$ cat src/rtl/opc_intc_pkg.sv
// opc_intc_pkg: register map, sizing and priority helper for the OPC interrupt controller
package opc_intc_pkg;
    localparam int MAX_INT = 16;
    localparam logic [2:0] REG_PEND  = 3'd0;
    localparam logic [2:0] REG_MASK  = 3'd1;
    localparam logic [2:0] REG_MODE  = 3'd2;
    localparam logic [2:0] REG_PRIO  = 3'd3;
    localparam logic [2:0] REG_VECID = 3'd4;
    localparam logic [2:0] REG_SWSET = 3'd5;
    localparam int VEC_HI    = 15;
    localparam int VEC_VALID = 14;

    // Returns {found, index} of the lowest set bit
    function automatic logic [4:0] first_set(input logic [MAX_INT-1:0] v);
        first_set = '0;
        for (int i = MAX_INT - 1; i >= 0; i--)
            if (v[i]) first_set = {1'b1, 4'(i)};
    endfunction
endpackage

$ cat src/rtl/opc_intc_chan.sv
// opc_intc_chan: one interrupt source - synchroniser, edge detect and pending latch
module opc_intc_chan (
    input  logic clk,
    input  logic reset,
    input  logic clken,
    input  logic irq_in,
    input  logic mode,
    input  logic set,
    input  logic clear,
    output logic pending
);
    logic sync1, sync2, s_prev, pend_edge;

    // Set beats clear; leaving edge mode drops the latched request
    always_ff @(posedge clk) begin
        if (clken) begin
            if (reset) begin
                {sync1, sync2, s_prev, pend_edge} <= '0;
            end else begin
                sync1     <= irq_in;
                sync2     <= sync1;
                s_prev    <= sync2;
                pend_edge <= mode & ((sync2 & ~s_prev) | set | (pend_edge & ~clear));
            end
        end
    end

    assign pending = mode ? pend_edge : sync2;
endmodule

$ cat src/rtl/opc_intc.sv
// opc_intc: maskable edge/level interrupt controller on the OPC I/O bus
module opc_intc
    import opc_intc_pkg::*;
#(
    parameter int          NUM_INT   = 8,
    parameter logic [15:0] BASE_ADDR = 16'hFF00
) (
    input  logic               clk,
    input  logic               reset,
    input  logic               clken,
    input  logic [NUM_INT-1:0] irq_in,
    input  logic               vio,
    input  logic               rnw,
    input  logic [15:0]        address,
    input  logic [15:0]        wdata,
    output logic [15:0]        rdata,
    output logic               sel,
    output logic [1:0]         int_b
);
    localparam logic [MAX_INT-1:0] VALID = MAX_INT'((32'd1 << NUM_INT) - 32'd1);

    logic [15:0] off, vecid, ack_vec, set, clr;
    logic [MAX_INT-1:0] mask_r, mode_r, prio_r, pend, irq_ext, act_hi, act_lo;
    logic [4:0] win_hi, win_lo;
    logic [2:0] reg_off;
    logic wr_en, rd_en;

    assign off     = address - BASE_ADDR;
    assign sel     = vio && off < 16'd6;
    assign reg_off = off[2:0];
    assign wr_en   = clken && sel && !rnw;
    assign rd_en   = clken && sel && rnw;
    assign irq_ext = MAX_INT'(irq_in);

    // Channels above NUM_INT see a constant 0 and level mode, so they never pend
    for (genvar i = 0; i < MAX_INT; i++) begin : g_chan
        opc_intc_chan u_chan (
            .clk(clk), .reset(reset), .clken(clken), .irq_in(irq_ext[i]),
            .mode(mode_r[i]), .set(set[i]), .clear(clr[i]), .pending(pend[i])
        );
    end

    assign act_hi = pend & mask_r & prio_r;
    assign act_lo = pend & mask_r & ~prio_r;
    assign win_hi = first_set(act_hi);
    assign win_lo = first_set(act_lo);

    // High group wins over low group; lowest index wins inside a group
    always_comb begin
        vecid            = '0;
        vecid[VEC_HI]    = win_hi[4];
        vecid[VEC_VALID] = win_hi[4] | win_lo[4];
        vecid[3:0]       = win_hi[4] ? win_hi[3:0] : win_lo[3:0];
    end

    assign ack_vec = rd_en && reg_off == REG_VECID && vecid[VEC_VALID] ? 16'd1 << vecid[3:0] : '0;
    assign clr     = (wr_en && reg_off == REG_PEND ? wdata : '0) | ack_vec;
    assign set     = wr_en && reg_off == REG_SWSET ? wdata : '0;

    // Configuration registers; bits at or above NUM_INT stay zero
    always_ff @(posedge clk) begin
        if (clken) begin
            if (reset) begin
                mask_r <= '0;
                mode_r <= '0;
                prio_r <= '0;
            end else if (wr_en) begin
                if (reg_off == REG_MASK) mask_r <= wdata & VALID;
                if (reg_off == REG_MODE) mode_r <= wdata & VALID;
                if (reg_off == REG_PRIO) prio_r <= wdata & VALID;
            end
        end
    end

    assign rdata = !sel                 ? '0     :
                   reg_off == REG_PEND  ? pend   :
                   reg_off == REG_MASK  ? mask_r :
                   reg_off == REG_MODE  ? mode_r :
                   reg_off == REG_PRIO  ? prio_r :
                   reg_off == REG_VECID ? vecid  : '0;

    // Registered active-low group requests
    always_ff @(posedge clk) begin
        if (clken) int_b <= reset ? 2'b11 : {~|act_hi, ~|act_lo};
    end
endmodule

$ cat config.mk
export PLATFORM = sky130hd
export DESIGN_NAME = opc_intc
export DESIGN_NICKNAME = d
export VERILOG_FILES = /design/src/rtl/opc_intc_pkg.sv /design/src/rtl/opc_intc_chan.sv /design/src/rtl/opc_intc.sv
export SDC_FILE = /design/constraint.sdc
export NUM_CORES = 1
export LEC_CHECK = 0
export CORE_MARGIN = 2
export CORE_UTILIZATION = 45
export DETAILED_ROUTE_END_ITERATION = 8
export HOLD_SLACK_MARGIN = 0.06
export PLACE_DENSITY = 0.81
export SYNTH_ARGS = -nofsm -noshare
export SYNTH_HDL_FRONTEND = slang
export SYNTH_SLANG_ARGS = --single-unit
$ cat constraint.sdc
create_clock -name clk -period 3.64 [get_ports clk]
set_input_delay 0.91 -clock clk [delete_from_list [all_inputs] [get_ports clk]]
set_output_delay 0.91 -clock clk [all_outputs]
set_load 0.05 [all_outputs]
==> metrics.md, run 1 <==
| Metric | Value |
|---|---|
| Worst hold path depth | `1` |
| Critical R2R Capture | `g_chan[4].u_chan.pend_edge` |
| Via count | `2912` |
| Worst-margin pin slew | `605.8 ps` |
| Max incr delay on CP | `470 ps` |
| Failing checks | `negative setup slack` |
| Cell Area, Synth | `3421 sq um` |
| FFs w/ async S/R, synth | `0` |
| Yosys reg bits | `58` |
| Synth top area share | `0.5091` |
| Num rows | `31` |
| Hold Crit Class | `reg -> reg` |
| Place WS | `-302.0 ps` |
| H-tree depth | `3` |
| # diodes | `0` |
| Drt drc | `0` |
| Slew headroom | `0.5961` |
| Layout cells sized above 1 | `0.2607` |
| Mapped Avg Cell Area | `10.89 sq um` |
| Hold Vio Cnt, Final | `0` |
| TritonCTS Buffers | `9` |
| Unrepaired setup endpoints after global routing | `yes` |
| Post-Syn Instances | `314` |
| Cell chain of the critical path | `mux2i_4 -> buf_4 -> o32ai_2 -> and3b_2 -> o21a_4 -> o31ai_4 -> nand2_2 -> a221oi_4 -> buf_12` |
| Wire per inst | `18.57 um` |
| FF-to-FF Start | `mode_r[7]` |
| Pwr Density | `397.2 nW/um^2` |
| Sequential share of the synthesized area | `0.5091` |
| Commonest non-fill, non-tap cell in the layout | `edfxtp_1` |
| DP HPWL | `5926 um` |
| Vias/cell | `5.847` |
| NumNets Final | `439` |
| CP max FO | `4` |
| Reg-to-reg slack, setup | `770 ps` |
| Chip width | `91.19 um` |
| WP data arrival | `2740 ps` |
| Skew-Pair Late Insertion Delay | `340 ps` |
| Status | `finished with violations` |
| Worst setup SP type | `register` |
| Number of setup violations in the final report | `1` |
| Buf+Inv Stages, Crit Path | `2` |
| Critical-path top delay cell | `edfxtp_1` |
| Post-CTS Hold Buffers | `0` |
| Hold Crit Start | `g_chan[7].u_chan.sync1` |
| Synth Area in Simple Gates | `0.2132` |
| CP endpoint kind | `output pin` |
| Synth Warn # | `0` |
| Most frequent cells in the layout | `edfxtp_1 (58), nor2b_1 (38), clkdlybuf4s50_1 (31)` |
| Period Utilization, post-route | `1.002` |
| Total track usage | `0.2196` |
| Synth-to-layout area growth | `41.26%` |
| Largest buffer count on any clock path | `2` |
| First-pass GRT wire length | `14200 um` |
| Post-synth top flop | `edfxtp_1` |
| Global route overflow | `0` |
| Setup ws final | `-6.693 ps` |
| Clock Sinks | `58` |
| Max Cap Viol | `0` |
| Post-synth EDFFs | `58` |
| Worst Clk Skew | `14.18 ps` |
| Initial core utilization | `0.4691` |
| CTS Root Cell | `clkbuf_8` |
| Die outline height | `91.19 um` |
| Initial drt markers | `325` |
| WP data required | `2730 ps` |
| Setup TNS | `-6.693 ps` |
| VDD IR max | `0.0002378 V` |
| RePlAce Congestion | `0.8366` |
| Highest clock rate | `0.2742 GHz` |
| Largest family of logic cells by synthesized area | `simple AND/OR/NAND/NOR gates` |
| Pin count of the biggest net entering global routing | `41` |
| Cell family with most CP delay | `compound AO/OA/AOI/OAI gates` |
| Worst Setup SP | `mode_r[7]` |
| Cells on worst reg2reg path | `7` |
| Clock-pin slew on the worst setup and hold paths | `70 ps` |
| Boundary Pins | `64` |
| Leak pwr | `0.001746 uW` |
| Vias in the first global route | `2783` |
| TritonRoute pass-1 iters | `7` |
| Port Buf Inserts | `49` |
| Compound-gate portion of the synthesized area | `0.1690` |
| Area leader, netlist | `edfxtp_1` |
| Die area | `8315 sq um` |
| Final ANT Viol Nets | `0` |
| Min cycle time layout | `3647 ps` |
| CTS tree | `done` |
| Core ar. | `7292 sq um` |
| Post-synthesis adder-cell area fraction | `0` |
| Distinct cells, synth | `56` |
| Hold EP | `g_chan[7].u_chan.sync2` |
| WL final | `9249 um` |
| Mux share of post-synthesis cell area | `0.06218` |
| Initial antenna violation count | `0` |
| Pins Over Slew Limit | `0` |
| Post-Synth XOR/XNOR Area | `0.002560` |
| Ranking of synthesized cells by area | `edfxtp_1 (51%), nor2b_1 (6.9%), nand2b_1 (2.7%)` |
| CP Class | `reg -> out` |
what timing repair did:
item | 4_1_cts | 5_1_grt
endpoints found under the setup margin | 10 | 10
resized for setup | 18 | 20
buffers inserted | 3 | 14
gates cloned | 1 | 0
pin swaps | 8 | 11
synthesized netlist by cell type, drive strengths merged (2+ instances only):
| master | count |
|---|---|
| edfxtp | 58 |
| nor2b | 38 |
| nand2 | 24 |
| nand2b | 15 |
| nor2 | 15 |
| inv | 14 |
| o211ai | 12 |
| a21oi | 11 |
| mux2i | 11 |
| clkbuf | 10 |
| o21ai | 10 |
| a32oi | 9 |
| buf | 9 |
| mux2 | 7 |
| and2 | 6 |
| a2111oi | 5 |
| nor3 | 5 |
| or2b | 5 |
| or2 | 4 |
| a211oi | 3 |
| nand3 | 3 |
| o21a | 3 |
| o22ai | 3 |
| o32ai | 3 |
| or4 | 3 |
| a22oi | 2 |
| a311oi | 2 |
| a31oi | 2 |
| o22a | 2 |
worst register-to-register path, cell delays in order (launching register included):
cell and delay (ps):
edfxtp_1 450, mux2i_4 360, o32ai_2 190, or4_4 560
a22oi_4 240, or4b_1 530, o211ai_1 210, a21oi_1 90
kinds of logic after synthesis:
kind of cell,after synthesis
AO/OA/AOI/OAI,76
XOR/XNOR,1
buffers and inverters,33
flip-flops,58
multiplexers,18
other,1
AND/OR/NAND/NOR,127
where the power goes:
part / switching (uW) / leakage (uW) / internal [uW] / total [uW]
logic: 209 / 0.00108 / 171 / 381
clock network: 270 / 0.000118 / 448 / 718
registers: 33.2 / 0.000551 / 788 / 821
sequential cells by signal (all words and copies together) (netlist names):
name                     flops
int_b                        2
mask_r                       8
g_chan.u_chan.s_prev         8
g_chan.u_chan.sync2          8
g_chan.u_chan.sync1          8
g_chan.u_chan.pend_edge      8
mode_r                       8
prio_r                       8
worst max path at each step:
stage	endpoint	slack (ps)	depth (start not counted)
2_1_floorplan	rdata[4]	-20	5
3_3_place_gp	rdata[4]	-270	6
3_5_place_dp	rdata[4]	-300	6
4_1_cts	rdata[4]	8	6
5_1_grt	rdata[2]	-100	9
6_report	rdata[2]	-7	9
cell type report:
cell class	instances	area, sq um
Multi-Input combinational cell	229	1813
Tap cell	99	123.9
Timing Repair Buffer	82	869.6
Inverter	14	52.55
Fill cell	535	2460
Clock inverter	7	107.6
Clock buffer	9	123.9
Sequential cell	58	1742
metal layers:
metal / vias to the layer above / global-route usage / part of all wire
met1: 1375 / 0.2956 / 0.41
li1: 1334 / - / -
met3: 40 / 0.03568 / 0.075
met4: 0 / 0.1162 / 0.041
met5: - / 0 / 0
met2: 163 / 0.3414 / 0.47
stage by stage:
step	total power [uW]	util	std cells	cell area, sq um	hold slack (ps)
3_3_place_gp	1141	0.5899	464	4302	514.2
6_report	1920	0.6627	498	4832	542.6
3_5_place_dp	1152	0.5899	464	4302	523.1
5_1_grt	1982	0.6627	498	4832	565.8
2_1_floorplan	1034	-	319	3561	509.1
4_1_cts	1874	0.6371	484	4646	545.6
Note: power is estimated with default switching activity, not from simulation.
==> run 2: changes to the inputs <==
--- a/config.mk
+++ b/config.mk
@@ -9,6 +9,7 @@
 export CORE_UTILIZATION = 45
 export DETAILED_ROUTE_END_ITERATION = 8
 export HOLD_SLACK_MARGIN = 0.06
+export MAX_ROUTING_LAYER = met4
 export PLACE_DENSITY = 0.81
 export SYNTH_ARGS = -nofsm -noshare
 export SYNTH_HDL_FRONTEND = slang
==> constraint.sdc (replaced) <==
create_clock -name clk -period 4.35 [get_ports clk]
set_input_delay 1.0875 -clock clk [delete_from_list [all_inputs] [get_ports clk]]
set_output_delay 1.0875 -clock clk [all_outputs]
set_load 0.05 [all_outputs]
==> run 2 against run 1 <==
Effect of this change:
- the run now ends clean
- clock skew shrank 6.0 ps
- power shrank 28%
- critical path depth shrank 3
- global-route usage shrank 1.1 points
- core utilization shrank 6.2 points
- hold slack lost 2.1 ps
- cell count shrank 5.0%
- die area is the same
- flip-flop and latch count is the same
- critical endpoint is now rdata[6]
- largest power group unchanged
- highest routed layer unchanged
==> metrics.md, run 2 (same netlist as run 1, synthesis figures left out) <==
| Metric | Value |
|---|---|
| Initial core utilization | `0.4691 (unchanged)` |
| FF-to-FF Start | `mode_r[2] (was mode_r[7])` |
| Initial antenna violation count | `0 (unchanged)` |
| Number of setup violations in the final report | `0 (was 1)` |
| Logic gate share of total power | `0.187 (was 0.198)` |
| Cells on worst reg2reg path | `7 (unchanged)` |
| Vias/cell | `5.740 (was 5.847)` |
| Clock Sinks | `58 (unchanged)` |
| Final core area utilization | `0.6002 (was 0.6627)` |
| Post-CTS setup buffer count | `0 (was 3)` |
| Critical R2R Capture | `g_chan[5].u_chan.pend_edge (was g_chan[4].u_chan.pend_edge)` |
| Cell family with most CP delay | `simple AND/OR/NAND/NOR gates (was compound AO/OA/AOI/OAI gates)` |
| WP data arrival | `3130 ps (was 2740 ps)` |
| Total track usage | `0.2087 (was 0.2196)` |
| Boundary Pins | `64 (unchanged)` |
| Pins Over Slew Limit | `0 (unchanged)` |
| Clk pwr share | `0.315 (was 0.374)` |
| Leak pwr | `0.001503 uW (was 0.001746 uW)` |
| DP HPWL | `5859 um (was 5926 um)` |
| Num rows | `31 (unchanged)` |
| Critical-path top delay cell | `or4_1 (was edfxtp_1)` |
| Hold Crit Class | `reg -> reg (unchanged)` |
| Pwr Density | `314.8 nW/um^2 (was 397.2 nW/um^2)` |
| Final ANT Viol Nets | `0 (unchanged)` |
| Max Cap Viol | `0 (unchanged)` |
| Chip width | `91.19 um (unchanged)` |
| FF/Latch Area | `1742 sq um (unchanged)` |
| Layout cells sized above 1 | `0.1631 (was 0.2607)` |
| CP endpoint kind | `output pin (unchanged)` |
| CP Class | `in -> out (was reg -> out)` |
| Status | `finished, final reports clean (was finished with violations)` |
| Net Sw Power | `403.4 uW (was 512.4 uW)` |
| First-pass GRT wire length | `13010 um (was 14200 um)` |
| Hold EP | `g_chan[7].u_chan.sync2 (unchanged)` |
| Filler instances | `603 (was 535)` |
| Via count | `2715 (was 2912)` |
| Hold WS | `540.5 ps (was 542.6 ps)` |
| Hold Crit Start | `g_chan[7].u_chan.sync1 (unchanged)` |
| Reg-to-reg slack, setup | `1270 ps (was 770 ps)` |
| Metal2 WL | `3897 um (was 4357 um)` |
| Cell chain of the critical path | `clkdlybuf4s50_1 -> nand2b_1 -> or4_1 -> or2_4 -> a2111oi_2 -> buf_12 (was mux2i_4 -> buf_4 -> o32ai_2 -> and3b_2 -> o21a_4 -> o31ai_4 -> nand2_2 -> a221oi_4 -> buf_12)` |
| Clock-pin slew on the worst setup and hold paths | `70 ps (about the same)` |
| CTS Root Cell | `clkbuf_8 (unchanged)` |
| Period Utilization, post-route | `0.9694` |
| Die area | `8315 sq um (unchanged)` |
| CTS tree | `done (unchanged)` |
| Skew-Pair Late Insertion Delay | `340 ps (about the same)` |
| # diodes | `0 (unchanged)` |
| Global route overflow | `0 (unchanged)` |
| Pin count of the biggest net entering global routing | `45 (was 41)` |
| Max layer used | `met4 (unchanged)` |
| Drt drc | `0 (unchanged)` |
| Largest buffer count on any clock path | `2 (unchanged)` |
| Switching share of power | `0.2928 (was 0.2669)` |
| Worst Clk Skew | `8.207 ps (was 14.18 ps)` |
| NumNets Final | `414 (was 439)` |
| TritonRoute pass-1 iters | `5 (was 7)` |
| Synth-to-layout area growth | `27.94% (was 41.26%)` |
| Min cycle time layout | `4217 ps` |
| VDD IR max | `0.0002118 V (was 0.0002378 V)` |
| Post-CTS Hold Buffers | `0 (unchanged)` |
| Sequential fraction of design power | `0.498 (was 0.428)` |
| Hold Vio Cnt, Final | `0 (unchanged)` |
| Slew headroom | `0.4696 (was 0.5961)` |
| P_int | `974.3 uW (was 1407 uW)` |
| WL final | `8062 um (was 9249 um)` |
| Commonest non-fill, non-tap cell in the layout | `edfxtp_1 (unchanged)` |
| Multi-input gate area in the final layout | `1622 sq um (was 1813 sq um)` |
| WP data required | `3260 ps (was 2730 ps)` |
| Wire per inst | `17.04 um (was 18.57 um)` |
| Power Total | `1378 uW (was 1920 uW)` |
| CP max FO | `9 (was 4)` |
| RePlAce Congestion | `0.8614 (was 0.8366)` |
| Met1 wire length | `3396 um (was 3814 um)` |
| Setup TNS | `0 ps (was -6.693 ps)` |
| Worst hold path depth | `1 (unchanged)` |
| Vias in the first global route | `2587 (was 2783)` |
| Most frequent cells in the layout | `edfxtp_1 (58), nor2b_1 (38), clkdlybuf4s50_1 (38) (was edfxtp_1 (58), nor2b_1 (38), clkdlybuf4s50_1 (31))` |
| Worst setup SP type | `input port (was register)` |
| Core ar. | `7292 sq um (unchanged)` |
| Worst-margin pin slew | `793.2 ps (was 605.8 ps)` |
| Die outline height | `91.19 um (unchanged)` |
| TritonCTS Buffers | `9 (unchanged)` |
| Highest clock rate | `0.2371 GHz` |
| Routed wl met3 | `559 um (was 697 um)` |
| Port Buf Inserts | `49 (unchanged)` |
| H-tree depth | `3 (unchanged)` |
| Unrepaired setup endpoints after global routing | `no (was yes)` |
| Max incr delay on CP | `540 ps (was 470 ps)` |
| Initial drt markers | `184 (was 325)` |
| Buf+Inv Stages, Crit Path | `2 (unchanged)` |
run 2: worst max path at each step:
stage / start / end / cells past startpoint
global placement: address[7] / rdata[5] / 6
CTS: address[7] / rdata[7] / 6
finish: address[7] / rdata[6] / 6
global route: address[7] / rdata[6] / 6
detailed placement: address[7] / rdata[5] / 6
floorplan: address[7] / rdata[3] / 5
run 2: worst register-to-register path: cells and delay by family, from the launching register on:
family / cells / cell delay [ps]
flops: 1 / 440
mux: 1 / 540
simple gates: 2 / 1080
compound gates: 4 / 780
run 2: final cells by class:
cell class / instances / share of cell area
Multi-Input combinational cell: 228 / 0.3705
Clock inverter: 7 / 0.01029
Sequential cell: 58 / 0.3979
Clock buffer: 9 / 0.02830
Inverter: 14 / 0.01201
Tap cell: 99 / 0.02830
Timing Repair Buffer: 58 / 0.1527
run 2: metal layers:
metal | vias to the layer above | GRT usage
met3 | 22 | 0.04066
met1 | 1295 | 0.2607
met5 | - | -
met2 | 117 | 0.3265
li1 | 1281 | -
met4 | 0 | 0.1023
run 2: per-stage QoR:
stage	instance area, sq um	worst slack [ps]	cells
2_1_floorplan	3482	-74.06	319
3_3_place_gp	4180	0.8749	457
3_5_place_dp	4180	-8.215	457
4_1_cts	4362	11.07	473
5_1_grt	4377	68.07	473
6_report	4377	133.0	473
run 2: power groups by stage:
| stage | Combinational, uW | Clock (uW) | Sequential, uW |
|---|---|---|---|
| global placement | 246 | 0 | 694 |
| detailed placement | 253 | 0 | 697 |
| global route | 279 | 460 | 690 |
| finish | 258 | 434 | 686 |
| floorplan | 165 | 0 | 695 |
| CTS | 255 | 437 | 685 |
run 2: what timing repair did:
| item | in CTS | in global routing |
|---|---|---|
| setup endpoints to repair | 1 | 4 |
| gates resized for setup | 1 | 2 |
| endpoints found under the hold margin | 0 | 0 |
